--- config.mk ---
export PLATFORM = sky130hd
export DESIGN_NAME = fwd_hazard_unit
export DESIGN_NICKNAME = d
export VERILOG_FILES = /design/src/rtl/fwd_hazard_unit.sv
export SDC_FILE = /design/constraint.sdc
export NUM_CORES = 1
export LEC_CHECK = 0
export CAP_MARGIN = 15
export CORE_UTILIZATION = 54
export CTS_BUF_LIST = sky130_fd_sc_hd__clkbuf_4
export DETAILED_ROUTE_END_ITERATION = 10
export PLACE_DENSITY = 0.92
export REMOVE_ABC_BUFFERS = 1
export SETUP_SLACK_MARGIN = 0.15
export SYNTH_ARGS = -nofsm -noshare
export SYNTH_HDL_FRONTEND = slang
export SYNTH_SLANG_ARGS = --single-unit
--- constraint.sdc ---
create_clock -name clk -period 8.1 [get_ports clk]
set_clock_uncertainty 0.2 [all_clocks]
set_input_delay 1.62 -clock clk [delete_from_list [all_inputs] [get_ports clk]]
set_output_delay 1.62 -clock clk [all_outputs]
set_load 0.03 [all_outputs]
--- src/rtl/fwd_hazard_unit.sv ---
// Operand forwarding with youngest-stage priority, load-use interlock with counters,
// and a small store-bypass buffer that answers loads fully covered by recent stores.
module fwd_hazard_unit #(
  parameter int XLEN     = 32,
  parameter int NUM_SRC  = 2,
  parameter int NUM_STG  = 2,
  parameter int SB_DEPTH = 4,
  parameter int SELW     = $clog2(NUM_STG + 1)
) (
  input  logic                      clk,
  input  logic                      rst,
  input  logic                      ex_valid,
  input  logic [NUM_SRC*5-1:0]      ex_rs,
  input  logic [NUM_SRC-1:0]        ex_rs_used,
  input  logic [NUM_STG*5-1:0]      stg_rd,
  input  logic [NUM_STG-1:0]        stg_wr,
  input  logic [NUM_STG-1:0]        stg_dvalid,
  input  logic [NUM_STG*XLEN-1:0]   stg_data,
  output logic [NUM_SRC*SELW-1:0]   fwd_sel,
  output logic [NUM_SRC*XLEN-1:0]   fwd_data,
  output logic                      stall_ex,
  input  logic                      dmem_read_in,
  input  logic                      dmem_write_in,
  input  logic [XLEN-1:0]           dmem_addr,
  input  logic [3:0]                dmem_mbe,
  input  logic [XLEN-1:0]           dmem_wdata,
  input  logic                      dmem_resp,
  output logic                      dmem_read,
  output logic                      sb_hit,
  output logic [XLEN-1:0]           sb_rdata,
  input  logic                      sb_flush,
  output logic [31:0]               stall_cycles,
  output logic [31:0]               interlock_events
);

  localparam int AW = XLEN - 2;
  localparam int PW = $clog2(SB_DEPTH);

  typedef enum logic [0:0] {RUN, INTERLOCK} state_t;

  logic [NUM_SRC-1:0] op_pending;
  logic               raw_stall;

  genvar gi;
  generate
    for (gi = 0; gi < NUM_SRC; gi++) begin : g_src
      logic [4:0]      rs;
      logic [SELW-1:0] sel;
      logic [XLEN-1:0] data;
      logic            pend;

      assign rs = ex_rs[gi*5 +: 5];

      // Scan oldest to youngest so the youngest matching stage is the last write.
      always_comb begin
        sel  = '0;
        data = '0;
        pend = 1'b0;
        for (int k = NUM_STG - 1; k >= 0; k--) begin
          if (ex_rs_used[gi] && stg_wr[k] && (rs != 5'd0) && (stg_rd[k*5 +: 5] == rs)) begin
            sel  = SELW'(k + 1);
            data = stg_data[k*XLEN +: XLEN];
            pend = !stg_dvalid[k];
          end
        end
      end

      assign fwd_sel[gi*SELW +: SELW]  = sel;
      assign fwd_data[gi*XLEN +: XLEN] = data;
      assign op_pending[gi]            = pend;
    end
  endgenerate

  assign raw_stall = ex_valid && (|op_pending);
  assign stall_ex  = raw_stall;

  state_t      state_q, state_d;
  logic [31:0] stall_cnt_q, stall_cnt_d;
  logic [31:0] event_cnt_q, event_cnt_d;

  always_comb begin
    state_d     = raw_stall ? INTERLOCK : RUN;
    stall_cnt_d = stall_cnt_q;
    event_cnt_d = event_cnt_q;
    if (raw_stall && (stall_cnt_q != '1))
      stall_cnt_d = stall_cnt_q + 32'd1;
    if (raw_stall && (state_q == RUN) && (event_cnt_q != '1))
      event_cnt_d = event_cnt_q + 32'd1;
  end

  always_ff @(posedge clk) begin
    if (rst) begin
      state_q     <= RUN;
      stall_cnt_q <= '0;
      event_cnt_q <= '0;
    end else begin
      state_q     <= state_d;
      stall_cnt_q <= stall_cnt_d;
      event_cnt_q <= event_cnt_d;
    end
  end

  assign stall_cycles     = stall_cnt_q;
  assign interlock_events = event_cnt_q;

  logic [SB_DEPTH-1:0] sb_valid_q;
  logic [AW-1:0]       sb_addr_q [SB_DEPTH];
  logic [XLEN-1:0]     sb_data_q [SB_DEPTH];
  logic [3:0]          sb_mbe_q  [SB_DEPTH];
  logic [PW-1:0]       wr_ptr_q;

  logic [AW-1:0]   word_addr;
  logic [XLEN-1:0] byte_mask;
  logic            match_any;
  logic [PW-1:0]   match_idx;
  logic            lookup;
  logic            capture;
  logic            unused_addr_bits;

  assign word_addr        = dmem_addr[XLEN-1:2];
  assign unused_addr_bits = ^dmem_addr[1:0];

  // At most one entry per word address, so the first match is the only one.
  always_comb begin
    match_any = 1'b0;
    match_idx = '0;
    for (int e = SB_DEPTH - 1; e >= 0; e--) begin
      if (sb_valid_q[e] && (sb_addr_q[e] == word_addr)) begin
        match_any = 1'b1;
        match_idx = PW'(e);
      end
    end
  end

  always_comb begin
    byte_mask = '0;
    for (int b = 0; b < 4; b++)
      byte_mask[b*8 +: 8] = {8{dmem_mbe[b]}};
  end

  assign lookup    = dmem_read_in && !dmem_write_in;
  assign sb_hit    = lookup && match_any && ((sb_mbe_q[match_idx] & dmem_mbe) == dmem_mbe);
  assign sb_rdata  = sb_hit ? (sb_data_q[match_idx] & byte_mask) : '0;
  assign dmem_read = dmem_read_in && !sb_hit;
  assign capture   = dmem_write_in && dmem_resp;

  always_ff @(posedge clk) begin
    if (rst) begin
      sb_valid_q <= '0;
      wr_ptr_q   <= '0;
      for (int e = 0; e < SB_DEPTH; e++) begin
        sb_addr_q[e] <= '0;
        sb_data_q[e] <= '0;
        sb_mbe_q[e]  <= '0;
      end
    end else if (sb_flush) begin
      sb_valid_q <= '0;
      wr_ptr_q   <= '0;
    end else if (capture) begin
      if (match_any) begin
        sb_data_q[match_idx] <= (sb_data_q[match_idx] & ~byte_mask) | (dmem_wdata & byte_mask);
        sb_mbe_q[match_idx]  <= sb_mbe_q[match_idx] | dmem_mbe;
      end else begin
        sb_valid_q[wr_ptr_q] <= 1'b1;
        sb_addr_q[wr_ptr_q]  <= word_addr;
        sb_data_q[wr_ptr_q]  <= dmem_wdata & byte_mask;
        sb_mbe_q[wr_ptr_q]   <= dmem_mbe;
        wr_ptr_q             <= wr_ptr_q + PW'(1);
      end
    end
  end

endmodule

==> flow_summary.yaml, run 1 <==
status:
  status: "finished clean"
synthesis:
  netlist.area_leader.share_pct: 45.0
  syn_inst: 1643
  ys_ff_latch: 335
  synthDistinctLibCells: 68
  synth_warnings: 0
  synth.area.top_cells: "edfxtp_1 (45%), dfxtp_1 (8.1%), xnor2_1 (6.5%)"
  synth-edff-count: 264
  synth.largest_area_cell: "edfxtp_1"
  yosysSeqAreaShare_pct: 53.1
  async_reset_ff_share_pct: 0
  synth_area_sq_um: 17600
  syn_area_per_cell_sq_um: 10.7
  synth_flop_cell: "edfxtp_1"
global_route:
  grt_pass1_vias: 15100
  grt_first_pass_wirelength_um: 81500
  grt_overflow: 0
  grt_usage_pct: 31.2
  grt_antenna_before_repair: 3
  grt_start_max_net_pins: 89
min_path:
  hold_depth: 2
  hold_end: "interlock_events[6]"
  hold_path_class: "reg2reg"
  min_from: "interlock_events[6]"
layout:
  fillers: 2131
  layout.nets: 2150
  drive_gt1_share_pct: 12.4
  multi_input_area_sq_um: 7590
  seqCellArea_sq_um: 9350
  area_growth_pct: 26.4
clock_tree:
  tritoncts: "done"
  numCtsBuffers: 86
  cts.sinks: 335
  cts_root_buf: "clkbuf_4"
  insertion_delay_ns: 0.75
  cts_buffer_depth: 3
  ctsHtreeMaxLevel: 3
  hold_buffers: 0
  cts.clk_slew.worst_paths_ns: 0.07
  cts_setup_buffers: 0
  cts_resized: 0
die:
  pin_count: 332
  core_area_sq_um: 31800
  start_util_pct: 55.4
  core.rowCount: 65
  dieHeight_um: 183
  die-area_sq_um: 33400
  die_x_um: 183
power_and_ir_drop:
  vdd_drop_max_uv: 112
  power_density_nw_per_um2: 167
  p_leak_nw: 7.93
detailed_routing:
  drc: 0
  wl_um: 53100
  dr.first_iter.drc_count: 1672
  via_count: 15400
  routedWlPerCell_um: 21.3
  drt-pass1-iter-count: 7
  avgViaCountPerCell: 6.19
  ant_nets: 0
critical_path:
  r2r_slack_ns: 3.35
  timing.rr.start: "sb_addr_q[2][7]"
  endpoint_kind: "output pin"
  crit_arrival_ns: 5.81
  timing.reg2reg.worst_path_depth: 11
  timing_worst_setup_path_type: "in2out"
  r2r_end: "sb_mbe_q[1][0]"
  cp.required_ns: 6.28
  critPathLaunchType: "input pin"
  worstPathMaxFanout: 8
  critPathLaunch: "dmem_addr[3]"
sta:
  rsz0062_at_grt: "no"
  fin_crit_sh_pct: 94.2
  finalCriticalPeriod_ns: 7.63
  hold_slack_ns: 0.302
  fmax_mhz: 131
  setup_violations: 0
  report.final.slew_viol_count: 0
  relSlewSlack_pct: 42.3
  worst_pin_slew_ns: 0.865
  hold_violations: 0
  fin_setup_tns_ns: 0
placement:
  place.gp.congestion: 0.944
  port_buffers: 329
  hpwl_um: 35100
run:
  maxCapViolCount: 0
==> how the worst max path moves through the flow <==
stage,end,slack [ns],cells after the start
floorplan,fwd_data[32],-0.07,5
global placement,dmem_read,0.78,10
detailed placement,dmem_read,0.68,10
CTS,dmem_read,0.64,10
global route,dmem_read,0.30,10
finish,dmem_read,0.47,10
==> metrics by stage <==
step                      instances  utilization [%]  setup WS [ns]  cell area (sq um)  power [W]
after floorplan                1522                -        -0.0731              17100    0.00211
after global placement         2326             66.6          0.777              21200    0.00229
after detailed placement       2326             66.6          0.676              21200    0.00230
after CTS                      2484             70.0          0.637              22300    0.00374
after global routing           2486             70.0          0.304              22300    0.00386
final                          2487             70.0          0.471              22300    0.00373
==> cell families (layout without fill, tap and decap cells) <==
family | Yosys count | in the layout | synth area share, %
AOI/OAI and AO/OA | 272 | 272 | 11.8
xor gates and xnor gates | 172 | 172 | 8.85
adders and majority gates | 6 | 6 | 0.426
buffers and inverters | 167 | 573 | 4.12
DFF | 335 | 335 | 53.1
muxes | 14 | 14 | 0.874
other | 0 | 3 | 0
and+or+nand+nor | 677 | 677 | 20.9
==> state kept, by name, summed over array words and instances, names as in the netlist <==
name	cells
sb_valid_q	4
stall_cycles	32
state_q	1
sb_addr_q	120
sb_mbe_q	16
interlock_events	32
wr_ptr_q	2
sb_data_q	128
==> power by group <==
part	switching [W]	internal, W	total, W
logic	0.000190	0.000148	0.000338
registers	0.0000248	0.00191	0.00194
clock network	0.000742	0.000712	0.00145
==> cells in the final DEF (no fill, tap or decap), types with 7 or more instances in the layout <==
master,netlist,layout
nor2_1,196,193
and3_1,55,55
nor3_2,0,7
or4_1,19,19
o22a_1,7,7
inv_1,46,46
mux2_2,11,11
o311ai_0,24,24
dfxtp_1,71,71
nor4_1,25,25
o21ai_0,21,21
a22oi_1,25,25
nor3_1,25,18
a21oi_1,50,50
nand2_1,34,34
and2_1,109,109
xnor2_2,7,7
buf_4,4,73
clkdlybuf4s50_1,0,295
a22o_1,64,64
nand4_1,74,74
xnor2_1,130,130
nand3_1,44,44
nor2b_1,14,14
o31ai_1,7,7
edfxtp_1,264,264
clkinv_2,0,7
clkinv_1,0,21
and4_1,15,15
a32oi_1,8,8
or3_1,40,40
a2bb2oi_1,26,26
xor2_1,35,35
clkbuf_4,0,123
==> per-layer routing <==
metal | GRT usage, % | up-vias | wire length (um)
met2 | 49.5 | 995 | 24900
met1 | 40.4 | 7378 | 20400
met4 | 14.3 | 2 | 1940
li1 | - | 6838 | -
met3 | 7.58 | 183 | 5820
met5 | 0 | - | 13
==> cells in the mapped netlist (8+ instances only) <==
| cell | number |
|---|---|
| edfxtp_1 | 264 |
| a32oi_1 | 8 |
| and2_1 | 109 |
| a22oi_1 | 25 |
| nor2_1 | 196 |
| nand3_1 | 44 |
| nor4_1 | 25 |
| clkbuf_1 | 84 |
| a2bb2oi_1 | 26 |
| a21oi_1 | 50 |
| nand2_1 | 34 |
| and4_1 | 15 |
| inv_1 | 46 |
| and3_1 | 55 |
| or4_1 | 19 |
| a22o_1 | 64 |
| nand4_1 | 74 |
| or3_1 | 40 |
| xnor2_1 | 130 |
| xor2_1 | 35 |
| o311ai_0 | 24 |
| buf_2 | 24 |
| nor3_1 | 25 |
| mux2_2 | 11 |
| o21ai_0 | 21 |
| nor2b_1 | 14 |
| dfxtp_1 | 71 |
==> worst max-delay path, cell delays in order <==
cell             delay [ns]
clkdlybuf4s50_1        0.70
xnor2_1                0.44
nand4_1                0.19
nor4_1                 0.72
nand2_1                0.45
a311oi_2               0.34
o2111ai_2              0.20
a211oi_4               0.42
nor2b_1                0.09
clkdlybuf4s50_1        0.61
==> layout make-up <==
| class | count | share of cell area [%] |
|---|---|---|
| diodes | 3 | 0.0337 |
| clock buffers | 123 | 4.15 |
| clock inverters | 35 | 0.753 |
| inverters | 46 | 0.776 |
| multi-input cells | 1141 | 34.1 |
| flip-flops and latches | 335 | 42.0 |
| well taps | 435 | 2.44 |
| repair buffers | 369 | 15.7 |
Note: power is estimated with default switching activity, not from simulation.
==> run 2: changes to the inputs <==
--- a/config.mk
+++ b/config.mk
@@ -6,10 +6,10 @@
 export NUM_CORES = 1
 export LEC_CHECK = 0
 export CAP_MARGIN = 15
-export CORE_UTILIZATION = 54
+export CORE_UTILIZATION = 55
 export CTS_BUF_LIST = sky130_fd_sc_hd__clkbuf_4
 export DETAILED_ROUTE_END_ITERATION = 10
-export PLACE_DENSITY = 0.92
+export PLACE_DENSITY = 0.94
 export REMOVE_ABC_BUFFERS = 1
 export SETUP_SLACK_MARGIN = 0.15
 export SYNTH_ARGS = -nofsm -noshare
==> constraint.sdc (replaced) <==
create_clock -name clk -period 9 [get_ports clk]
set_clock_uncertainty 0.2 [all_clocks]
set_input_delay 1.8 -clock clk [delete_from_list [all_inputs] [get_ports clk]]
set_output_delay 1.8 -clock clk [all_outputs]
set_load 0.03 [all_outputs]
==> run 2 against run 1 <==
Against the previous run: power decreased by 11%; wire length up 4.9%; sequential share of layout area rose by 0.22 points; hold slack better by 0.0067 ns; critical path depth stayed put; sequential cell count is the same.
==> flow_summary.yaml, run 2 (synthesized netlist as in run 1, its figures left out) <==
clock_tree:
  cts.sinks: 335
  numCtsBuffers: 85
  cts_resized: 0
  cts_root_buf: "clkbuf_4"
  cts_buffer_depth: 3
  insertion_delay_ns: 0.72
  hold_buffers: 0
  cts_setup_buffers: 0
  tritoncts: "done"
  ctsHtreeMaxLevel: 3
  cts.clk_slew.worst_paths_ns: 0.07
sta:
  report.final.slew_viol_count: 0
  rsz0062_at_grt: "no"
  finalCriticalPeriod_ns: 8.19
  setup_ws_ns: 0.810
  fmax_mhz: 122
  relSlewSlack_pct: 29.9
  fin_crit_sh_pct: 91.0
  fin_setup_tns_ns: 0
  setup_violations: 0
  hold_violations: 0
  worst_pin_slew_ns: 1.04
die:
  pin_count: 332
  start_util_pct: 55.8
  core.rowCount: 65
  dieHeight_um: 181
  die_x_um: 181
  die-area_sq_um: 32800
  core_area_sq_um: 31600
power_and_ir_drop:
  p_leak_nw: 7.86
  power_density_nw_per_um2: 149
  vdd_drop_max_uv: 104
  p_total_w: 0.00331
run:
  maxCapViolCount: 0
critical_path:
  worstSetupPathDepth: 10
  slowest_stage: "clkdlybuf4s50_1"
  r2r_end: "sb_data_q[1][9]"
  timing.reg2reg.worst_path_depth: 10
  slowest_delay_ns: 0.69
  crit_arrival_ns: 6.19
  endpoint: "sb_rdata[3]"
  r2r_slack_ns: 3.94
  timing.rr.start: "sb_addr_q[1][17]"
  timing_worst_setup_path_type: "in2out"
  endpoint_kind: "output pin"
  cp_common_cell: "clkdlybuf4s50_1"
  worstPathMaxFanout: 34
  critPathLaunch: "dmem_addr[9]"
  crit_family: "buffers and inverters"
  crit_buf_inv: 3
  critPathLaunchType: "input pin"
  cp.required_ns: 7.00
  crit_path_cell_trace: "clkdlybuf4s50_1, xnor2_1, nand4_1, nor4_1, nand2_1, a31oi_4, buf_4, a2bb2oi_1, and2_1, clkdlybuf4s50_1"
placement:
  place_worst_setup_slack_ns: 0.976
  placedCellCount: 2287
  hpwl_um: 37700
  port_buffers: 329
  place.gp.congestion: 0.976
layout:
  fillers: 2111
  registers.top_by_ff_count: "sb_data_q"
  area_growth_pct: 25.7
  fin_cells: 2439
  largestRegisters: "sb_data_q x128, sb_addr_q x120"
  final_cell_mix: "clkdlybuf4s50_1 (303), edfxtp_1 (264), nor2_1 (193)"
  final_common_cell: "clkdlybuf4s50_1"
  largest_reg_flops: 128
  layout.nets: 2144
  drive_gt1_share_pct: 11.3
global_route:
  grt_antenna_before_repair: 4
  grt_first_pass_wirelength_um: 85100
  grt_pass1_vias: 15500
  grt_overflow: 0
  grt_start_max_net_pins: 63
  grt_usage_pct: 33.3
detailed_routing:
  drt-pass1-iter-count: 6
  ant_nets: 0
  dr.first_iter.drc_count: 1702
  avgViaCountPerCell: 6.38
  wl_um: 55700
  via_count: 15600
  routedWlPerCell_um: 22.8
  drc: 0
min_path:
  hold_path_class: "reg2reg"
status:
  status: "finished clean"
[run 2: cell types whose count changed in the layout (fill, tap and decap cells not counted), moves of 2 or more]
cell	previous run	this run
buf_4	73	59
clkdlybuf4s50_1	295	303
clkbuf_4	123	116
clkinv_2	7	3
clkinv_1	21	24
inv_2	1	4
inv_6	3	0
clkinvlp_4	2	0
[run 2: metrics by stage]
stage          instance area, sq um  hold slack, ns  util [%]
4_1_cts                       22100           0.303      70.1
2_1_floorplan                 17100           0.258         -
3_3_place_gp                  21100           0.275      66.9
5_1_grt                       22100           0.342      70.2
6_report                      22100           0.308      70.2
3_5_place_dp                  21100           0.293      66.9
[run 2: cell type report]
class,count,area (sq um),area share (%)
multi-input cells,1141,7590,34.3
repair buffers,364,3500,15.8
inverters,46,173,0.780
clock inverters,32,150,0.678
well taps,402,503,2.27
diodes,3,7.51,0.0339
flip-flops and latches,335,9350,42.2
clock buffers,116,871,3.93
[run 2: metal layers]
metal / track usage, % / share of wire, %
met5: 0 / 0.031
met1: 38.4 / 35
met3: 9.47 / 12
met2: 55.6 / 48
met4: 19.3 / 5.3
[run 2: power by group]
part / switching (W) / total, W / internal [W]
Clock: 0.000630 / 0.00126 / 0.000627
Combinational: 0.000175 / 0.000308 / 0.000132
Sequential: 0.0000223 / 0.00174 / 0.00172
Total: 0.000828 / 0.00331 / 0.00248
[run 2: how the worst min path moves through the flow]
stage                          from                   end  cells past startpoint
5_1_grt            stall_cycles[21]      stall_cycles[21]                      2
3_3_place_gp       stall_cycles[17]      stall_cycles[17]                      2
2_1_floorplan         sb_valid_q[0]         sb_valid_q[0]                      2
6_report       interlock_events[10]  interlock_events[10]                      2
4_1_cts        interlock_events[10]  interlock_events[10]                      2
3_5_place_dp   interlock_events[10]  interlock_events[10]                      2
[run 2: worst min-delay path, cell delays in order (launching register included)]
cell	delay, ns
dfxtp_1	0.33
o21ai_0	0.08
a21oi_1	0.06
